## src/rtl/tpu_act_pkg.sv

```systemverilog
// Shared activation definitions: mode encoding, per-lane result select and
// the fixed-point round/saturate helper also used by forward activation blocks.
package tpu_act_pkg;

    typedef enum logic [1:0] {
        ACT_RELU     = 2'd0,
        ACT_LEAKY    = 2'd1,
        ACT_IDENTITY = 2'd2,
        ACT_RSVD     = 2'd3
    } act_mode_e;

    // Per-lane result select after mask and mode decode
    typedef enum logic [1:0] {
        SEL_ZERO  = 2'd0,
        SEL_PASS  = 2'd1,
        SEL_RELU  = 2'd2,
        SEL_LEAKY = 2'd3
    } lane_sel_e;

    // Widest product the helper handles; data widths up to 32 bits
    localparam int unsigned MAX_PROD_W = 64;

    // Collapse mode and lane mask into one select
    function automatic lane_sel_e decode_sel(input act_mode_e mode, input logic mask);
        lane_sel_e sel;
        sel = SEL_ZERO;
        if (mask) begin
            case (mode)
                ACT_RELU:     sel = SEL_RELU;
                ACT_LEAKY:    sel = SEL_LEAKY;
                ACT_IDENTITY: sel = SEL_PASS;
                default:      sel = SEL_ZERO;
            endcase
        end
        return sel;
    endfunction

    // Round half up (toward +inf) by frac bits, then clamp to a signed width-bit range
    function automatic logic signed [MAX_PROD_W-1:0] round_sat(
        input logic signed [MAX_PROD_W-1:0] prod,
        input int unsigned                  width,
        input int unsigned                  frac
    );
        logic signed [MAX_PROD_W-1:0] rnd;
        logic signed [MAX_PROD_W-1:0] hi;
        logic signed [MAX_PROD_W-1:0] lo;
        rnd = (prod + (64'sd1 <<< (frac - 1))) >>> frac;
        hi  = (64'sd1 <<< (width - 1)) - 64'sd1;
        lo  = -(64'sd1 <<< (width - 1));
        if (rnd > hi) begin
            rnd = hi;
        end else if (rnd < lo) begin
            rnd = lo;
        end
        return rnd;
    endfunction

endpackage

```

## src/rtl/activation_derivative_lane.sv

```systemverilog
// One lane of the activation-derivative datapath.
// S1 captures sign of h, pass value, full product and decoded select;
// S2 captures the rounded/saturated/selected result.
// Ports: clk, rst (async, active-high); s1_en/s2_en stage advance enables;
// s1_load/s2_load say whether the advancing stage receives a valid beat
// (otherwise it clears to 0); grad, h, leak, sel per-beat inputs; result = S2 register.
module activation_derivative_lane
    import tpu_act_pkg::*;
#(
    parameter int unsigned WIDTH = 16,
    parameter int unsigned FRAC  = 8
) (
    input  logic                    clk,
    input  logic                    rst,
    input  logic                    s1_en,
    input  logic                    s1_load,
    input  logic                    s2_en,
    input  logic                    s2_load,
    input  logic signed [WIDTH-1:0] grad,
    input  logic signed [WIDTH-1:0] h,
    input  logic signed [WIDTH-1:0] leak,
    input  lane_sel_e               sel,
    output logic signed [WIDTH-1:0] result
);

    localparam int unsigned PW = 2 * WIDTH;

    logic                    s1_neg;
    logic signed [WIDTH-1:0] s1_pass;
    logic signed [PW-1:0]    s1_prod;
    lane_sel_e               s1_sel;
    logic signed [WIDTH-1:0] leak_res;
    logic signed [WIDTH-1:0] sel_res;

    // S1: sign, pass value, raw product, select
    always_ff @(posedge clk or posedge rst) begin
        if (rst) begin
            s1_neg  <= 1'b0;
            s1_pass <= '0;
            s1_prod <= '0;
            s1_sel  <= SEL_ZERO;
        end else if (s1_en) begin
            if (s1_load) begin
                s1_neg  <= h[WIDTH-1];
                s1_pass <= grad;
                s1_prod <= PW'(grad) * PW'(leak);
                s1_sel  <= sel;
            end else begin
                s1_neg  <= 1'b0;
                s1_pass <= '0;
                s1_prod <= '0;
                s1_sel  <= SEL_ZERO;
            end
        end
    end

    // Leaky branch value and final select; h == 0 takes the pass path
    always_comb begin
        leak_res = WIDTH'(round_sat(MAX_PROD_W'(s1_prod), WIDTH, FRAC));
        sel_res  = '0;
        case (s1_sel)
            SEL_PASS:  sel_res = s1_pass;
            SEL_RELU:  sel_res = s1_neg ? '0 : s1_pass;
            SEL_LEAKY: sel_res = s1_neg ? leak_res : s1_pass;
            default:   sel_res = '0;
        endcase
    end

    // S2: registered result, cleared when the stage empties
    always_ff @(posedge clk or posedge rst) begin
        if (rst) begin
            result <= '0;
        end else if (s2_en) begin
            result <= s2_load ? sel_res : '0;
        end
    end

endmodule

```

## src/rtl/activation_derivative_array.sv

```systemverilog
// Multi-lane pipelined activation-derivative unit (ReLU / leaky / identity)
// with valid/ready flow control, per-beat mode/leak/mask and an output beat counter.
// Ports: clk, rst (async, active-high); in_valid/in_ready input handshake;
// in_grad/in_h packed lanes; in_leak, in_mode, in_mask per-beat config;
// out_valid/out_ready output handshake; out_data packed lanes;
// out_count = transferred output beats, wrapping.
module activation_derivative_array
    import tpu_act_pkg::*;
#(
    parameter int unsigned LANES = 4,
    parameter int unsigned WIDTH = 16,
    parameter int unsigned FRAC  = 8,
    parameter int unsigned CNT_W = 32
) (
    input  logic                   clk,
    input  logic                   rst,
    input  logic                   in_valid,
    output logic                   in_ready,
    input  logic [LANES*WIDTH-1:0] in_grad,
    input  logic [LANES*WIDTH-1:0] in_h,
    input  logic [WIDTH-1:0]       in_leak,
    input  logic [1:0]             in_mode,
    input  logic [LANES-1:0]       in_mask,
    output logic                   out_valid,
    input  logic                   out_ready,
    output logic [LANES*WIDTH-1:0] out_data,
    output logic [CNT_W-1:0]       out_count
);

    logic      s1_valid;
    logic      s2_valid;
    logic      s1_adv;
    logic      s2_adv;
    act_mode_e mode;

    // Stage advance conditions; in_ready never depends on in_valid
    always_comb begin
        s2_adv = !s2_valid || out_ready;
        s1_adv = s2_adv || !s1_valid;
    end

    assign in_ready  = s1_adv;
    assign out_valid = s2_valid;
    assign mode      = act_mode_e'(in_mode);

    // Stage valids and output beat counter
    always_ff @(posedge clk or posedge rst) begin
        if (rst) begin
            s1_valid  <= 1'b0;
            s2_valid  <= 1'b0;
            out_count <= '0;
        end else begin
            if (s1_adv) begin
                s1_valid <= in_valid;
            end
            if (s2_adv) begin
                s2_valid <= s1_valid;
            end
            if (s2_valid && out_ready) begin
                out_count <= out_count + CNT_W'(1);
            end
        end
    end

    // Per-lane datapaths sharing the stage enables
    for (genvar i = 0; i < int'(LANES); i++) begin : g_lane
        lane_sel_e sel;
        assign sel = decode_sel(mode, in_mask[i]);

        activation_derivative_lane #(
            .WIDTH (WIDTH),
            .FRAC  (FRAC)
        ) u_lane (
            .clk     (clk),
            .rst     (rst),
            .s1_en   (s1_adv),
            .s1_load (in_valid),
            .s2_en   (s2_adv),
            .s2_load (s1_valid),
            .grad    (in_grad[i*WIDTH +: WIDTH]),
            .h       (in_h[i*WIDTH +: WIDTH]),
            .leak    (in_leak),
            .sel     (sel),
            .result  (out_data[i*WIDTH +: WIDTH])
        );
    end

endmodule

```

## config.mk

```make
export PLATFORM = sky130hd
export DESIGN_NAME = activation_derivative_array
export DESIGN_NICKNAME = d
export VERILOG_FILES = /design/src/rtl/tpu_act_pkg.sv /design/src/rtl/activation_derivative_lane.sv /design/src/rtl/activation_derivative_array.sv
export SDC_FILE = /design/constraint.sdc
export NUM_CORES = 2
export LEC_CHECK = 0
export ABC_AREA = 1
export CORE_UTILIZATION = 50
export DETAILED_ROUTE_END_ITERATION = 10
export PLACE_DENSITY_LB_ADDON = 0.12
export SYNTH_ARGS = -nofsm -noshare
export SYNTH_HDL_FRONTEND = slang
export SYNTH_SLANG_ARGS = --single-unit
export TNS_END_PERCENT = 1
```

## constraint.sdc

```tcl
create_clock -name clk -period 14.6 [get_ports clk]
set_input_delay 2.19 -clock clk [delete_from_list [all_inputs] [get_ports clk]]
set_output_delay 2.19 -clock clk [all_outputs]
set_load 0.05 [all_outputs]
```

== Word-level counts from Yosys, hierarchy flattened ==
Index checks and enable logic that the tools add are counted.

* Register bits after elaboration: 302
* Input bits: 154
* Output and inout bits: 98

* $add $sub $neg: 5
* Multipliers: 4
* $lt $le $gt $ge: 8
* Equality and inequality tests: 14
* Muxes and demuxes: 45
* Reduce and logical (&&, ||, !) cells: 6

{| class="wikitable"
|+ Operator list
! cell !! count
|-
| two-way mux 16 bit || 24
|-
| one-hot mux 16 bit (3 select lines) || 4
|-
| adder 32 x 9 -> 33 bit (second input constant) || 4
|-
| multiplier 16 x 16 -> 32 bit || 4
|-
| two-way mux 32 bit || 4
|-
| greater-than comparator 25 x 16 -> 1 bit (second input constant) || 4
|-
| < comparator 25 x 16 -> 1 bit (second input constant) || 4
|-
| adder 32 x 1 -> 32 bit (second input constant) || 1
|-
| == test 2 bit (second input constant) || 9
|-
| two-way mux 2 bit || 8
|-
| == test 2 x 1 -> 1 bit (second input constant) || 5
|-
| one-hot mux 2 bit (3 select lines) || 1
|-
| two-way mux 1 bit || 4
|-
| zero test 1 bit || 2
|-
| zero test 2 bit || 1
|-
| logical OR 1 bit || 2
|-
| logical AND 1 bit || 1
|}

== Depth between registers and ports, before layout ==
* Depth after elaboration: 7
* Depth in mapped cells: 30

== Modules after synthesis ==
Synthesis repeated with hierarchy kept, for this count alone.

* Cell total of the unflattened synthesis: 7563
* Area total of the unflattened synthesis: 56822.0 sq um

{| class="wikitable"
|+ By module, submodules not included
! module !! instances !! cells an instance !! area an instance (sq um) !! seq. area each (sq um)
|-
| activation_derivative_lane (g_lane[1].u_lane) || 1 || 1845 || 13825.8 || 1501.4
|-
| activation_derivative_lane (g_lane[0].u_lane) || 1 || 1825 || 13740.7 || 1501.4
|-
| activation_derivative_lane (g_lane[2].u_lane) || 1 || 1815 || 13635.6 || 1501.4
|-
| activation_derivative_lane (g_lane[3].u_lane) || 1 || 1812 || 13596.8 || 1501.4
|-
| activation_derivative_array || 1 || 266 || 2023.2 || 850.8
|}

== Least setup slack after synthesis ==
No wires, ideal clock.

* Path type: input port to flip-flop
* From: input in_leak[3]
* To: register g_lane[0].u_lane.s1_prod[31]
* Setup time: 117 ps
* Arrival time: 7587 ps
* Data required time: 14483 ps
* Path slack: 6895 ps
* Cell stages on the path: 21
* Cell sequence: clkbuf_1 > buf_1 > nand2_1 > inv_1 > fa_1 > fa_1 > fa_1 > fa_1 > fa_1 > inv_1 > fa_1 > inv_1 > ha_1 > a21oi_1 > o21ai_0 > nor2_1 > nor2_1 > a2111oi_0 > nand3b_1 > nand3_1 > nand2_1

* Word-level cells in the longest chain between the ends: 2

{| class="wikitable"
|+ RTL lines
! item !! RTL line !! source
|-
| start: declaration || activation_derivative_array.sv:21 || <nowiki>input logic [WIDTH-1:0] in_leak,</nowiki>
|-
| multiplier 16 x 16 -> 32 bit || activation_derivative_lane.sv:46 || <nowiki>s1_prod <= PW'(grad) * PW'(leak);</nowiki>
|-
| two-way mux 32 bit || activation_derivative_lane.sv:43 || <nowiki>if (s1_load) begin</nowiki>
|-
| end signal: assignment || activation_derivative_lane.sv:46 ||
|-
| end: declaration || activation_derivative_lane.sv:30 || <nowiki>logic signed [PW-1:0] s1_prod;</nowiki>
|}

Every way passes these cells.
A chain may end at the register's enable or synchronous reset.

== Worst setup path after layout ==
* From: input in_leak[1]
* To: register g_lane[2].u_lane.s1_prod[25]

* Word-level cells in the longest chain between the ends: 2

{| class="wikitable"
|+ RTL lines
! item !! RTL line
|-
| multiplier 16 x 16 -> 32 bit || activation_derivative_lane.sv:46
|-
| two-way mux 32 bit || activation_derivative_lane.sv:43
|-
| end signal: assignment || activation_derivative_lane.sv:46
|-
| end: declaration || activation_derivative_lane.sv:30
|}

Every way passes these cells.

==> reports/summary.txt <==
=================================================================================
Filler-free cell count of the finished design                               8,857
Synthesized instance count                                                  7,326
HP Class                                                                  reg2reg
Setup repair after global routing missed its margin                            no
CTS clk-pin slew, worst paths                                             0.06 ns
Standard-cell row count                                                       122
Final setup violation count                                                     0
Initial standard-cell utilization of the core                               0.504
Largest buffer count on any clock path                                          3
Post-Synthesis Cell Area                                               55,800 um2
Layout cells sized above 1                                                 0.0314
# resized after CTS                                                             0
Max Transition Viols Final                                                      0
Sequential element share of the synthesized area                            0.123
Most frequent cells in the layout                                    2,025 x sky130_fd_sc_hd__nand2_1, 1,954 x sky130_fd_sc_hd__inv_1, 1,044 x sky130_fd_sc_hd__fa_1
Mapped Nets                                                                 8,848
Die area                                                              113,000 um2
Crit Path Category                                                         in2reg
Maximum clock frequency                                                 0.114 GHz
Post-detailed-route wirelength per cell                                   17.5 um
Clock Sink Count                                                              274
Placer Congestion                                                           0.934
Aggregate negative setup slack                                               0 ns
Sum of net half-perimeters after detailed placement                    122,000 um
Kind of start point of the critical path                               input port
Status                                                                  completed
Number of distinct library cells after synthesis                               53
Post-route DRC                                                                  0
Worst Path Max Fanout                                                          41
Inserted Clock Buffers                                                         37
Postcts setup bufs                                                              0
Cell at the root of the clock tree                                   sky130_fd_sc_hd__clkbuf_16
Detail-routed via count per cell                                             5.10
CP Data Required Time                                                    15.01 ns
Total overflow reported by the global router                                    0
Count of input and output buffers                                             191
Post-synthesis register bit count                                             274
Depth of the CTS H-tree                                                         2
DRT Wirelength                                                         155,000 um
Actual slew at the worst max-slew pin                                     1.22 ns
Most common library cell in the layout ignoring fill and taps        sky130_fd_sc_hd__nand2_1
Hold bufs inserted after CTS                                                    0
Total of warnings raised by yosys                                               0
Clock network latency to the later pin of the worst-skew pair             0.60 ns
DRC violation total after the first TritonRoute iteration                   3,102
Nets                                                                        8,863
Post-Route Skew                                                         0.0316 ns
Tmin final                                                                8.81 ns
Total cell area at the placement stage                                 58,900 um2
Crit path arrival time                                                    9.22 ns
Placeable Area                                                        111,000 um2
Post-layout instance area                                              60,200 um2
Die Y-Extent                                                               336 um
Count of nets left with antenna violations after detail routing                 0
Number of fill cells in the layout                                          10.7k
Final Hold Fails                                                                0
Utilization of the core after routing                                       0.544
Largest net degree at the start of global routing                              94
Max-capacitance violation count                                                 0
Global-route wire length before repair                                 255,000 um
Number of placed instances, taps included                                   8,790
Clock tree from TritonCTS                                                   built
Die extent in x                                                            336 um
GRT Total Usage                                                             0.288
Via count of the routed design                                              45.1k
Initial antenna violation count                                                 4
Worst relative slew slack                                                   0.186
IO Count                                                                      252
Vias in the first global route                                              46.6k
Synthesis-to-layout area growth                                             7.99%
Number of optimization iterations in the first detailed-route pass              5
Final clock period utilization by the worst path                            0.603
Critical path endpoint category                                              flop
Syn_area_per_cell                                                        7.61 um2
=================================================================================
-- kinds of logic (layout without fill, tap and decap cells) --
logic type,count (synthesis),in the layout,share of synthesized area
AOI/OAI and AO/OA,587,587,0.0597
other,0,1,0
xor gates and xnor gates,128,128,0.0201
buffers and inverters,2264,2306,0.153
and+or+nand+nor,2705,2705,0.196
DFF,274,274,0.123
adders and majority gates,1368,1368,0.447
-- worst max-delay path, cell delays in order --
cell	delay, ns
sky130_fd_sc_hd__buf_2	0.56
sky130_fd_sc_hd__buf_4	0.60
sky130_fd_sc_hd__nand2_1	0.20
sky130_fd_sc_hd__inv_1	0.19
sky130_fd_sc_hd__fa_1	0.55
sky130_fd_sc_hd__fa_1	0.95
sky130_fd_sc_hd__fa_1	0.54
sky130_fd_sc_hd__fa_1	0.50
sky130_fd_sc_hd__fa_1	0.49
sky130_fd_sc_hd__inv_1	0.05
sky130_fd_sc_hd__fa_1	0.48
sky130_fd_sc_hd__inv_1	0.04
sky130_fd_sc_hd__ha_1	0.37
sky130_fd_sc_hd__a21oi_1	0.27
sky130_fd_sc_hd__o21ai_0	0.14
sky130_fd_sc_hd__a21o_1	0.19
sky130_fd_sc_hd__o21ai_0	0.60
sky130_fd_sc_hd__o21ai_0	0.19
-- cell usage after synthesis (all sizes together) --
| master | instances | share of area |
|---|---|---|
| nand2 | 2040 | 0.14 |
| inv | 1962 | 0.13 |
| fa | 1044 | 0.37 |
| nor2 | 351 | 0.025 |
| ha | 324 | 0.073 |
| dfrtp | 274 | 0.12 |
| o21ai | 247 | 0.022 |
| clkbuf | 239 | 0.016 |
| a21oi | 202 | 0.018 |
| nand3 | 180 | 0.017 |
| xor2 | 86 | 0.014 |
| buf | 58 | 0.0049 |
| nor3 | 56 | 0.0068 |
| a22o | 44 | 0.0069 |
| xnor2 | 42 | 0.0066 |
| nand4 | 36 | 0.0042 |
| nand3b | 26 | 0.0035 |
| o22ai | 17 | 0.0019 |
| a21o | 14 | 0.0019 |
| a31oi | 10 | 0.0011 |
| o211ai | 10 | 0.0013 |
| a21boi | 9 | 0.0012 |
| nor4 | 8 | 0.0011 |
| o21a | 8 | 0.0011 |
| a221oi | 7 | 0.0011 |
| o21bai | 6 | 0.00087 |
| clkinv | 5 | 0.00034 |
| and3 | 4 | 0.00045 |
| a211oi | 3 | 0.00040 |
| a32o | 3 | 0.00054 |
| o221ai | 2 | 0.00031 |
| o31ai | 2 | 0.00027 |
| or2 | 2 | 0.00022 |
| a2111oi | 1 | 0.00016 |
| a22oi | 1 | 0.00013 |
| a31o | 1 | 0.00016 |
| and2 | 1 | 0.00011 |
| nor3b | 1 | 0.00022 |
-- area by class of cell --
class	count	area [um2]	area share
Antenna cell	1	2.50	0.0000415
Sequential cell	274	6860	0.114
Timing Repair Buffer	273	2450	0.0407
Tap cell	1488	1860	0.0309
Multi-Input combinational cell	4788	40400	0.671
Inverter	1967	7390	0.123
Clock inverter	23	298	0.00494
Clock buffer	43	978	0.0162
-- sequential cells by signal (all words and copies together) (netlist names) --
signal	count
g_lane.u_lane.s1_prod	100
g_lane.u_lane.result	64
g_lane.u_lane.s1_pass	64
out_count	32
g_lane.u_lane.s1_sel	8
g_lane.u_lane.s1_neg	4
out_valid	1
s1_valid	1
-- final timing paths --
| path | from | to | slack [ns] | cells past startpoint |
|---|---|---|---|---|
| max | in_leak[1] | g_lane[2].u_lane.s1_prod[25] | 5.79 | 18 |
| min | out_count[31] | out_count[31] | 0.47 | 1 |
| max reg2reg | s1_valid | g_lane[1].u_lane.s1_sel[0] | 9.38 | 11 |
| min reg2reg | out_count[31] | out_count[31] | 0.47 | 1 |
| max in group asynchronous | rst | g_lane[1].u_lane.s1_prod[14] | 10.36 | 4 |
| min in group asynchronous | rst | out_count[5] | 2.05 | 2 |
-- routing by layer --
layer	global-route usage	routed length, um	up-vias
met5	0	33	-
met4	0.0560	2900	4
met3	0.0359	10200	166
met2	0.461	70400	1317
met1	0.421	71700	22400
li1	-	-	21300
-- stage by stage --
| stage | setup slack [ns] | hold slack, ns |
|---|---|---|
| after floorplan | 4.86 | 0.453 |
| after global placement | 5.31 | 0.458 |
| after detailed placement | 5.21 | 0.464 |
| after CTS | 5.86 | 0.471 |
| after global routing | 5.39 | 0.474 |
| final | 5.79 | 0.469 |
Power is left out: the tool's default activity adds up to more than one toggle a clock period on the data nets, which glitch-free logic cannot reach.
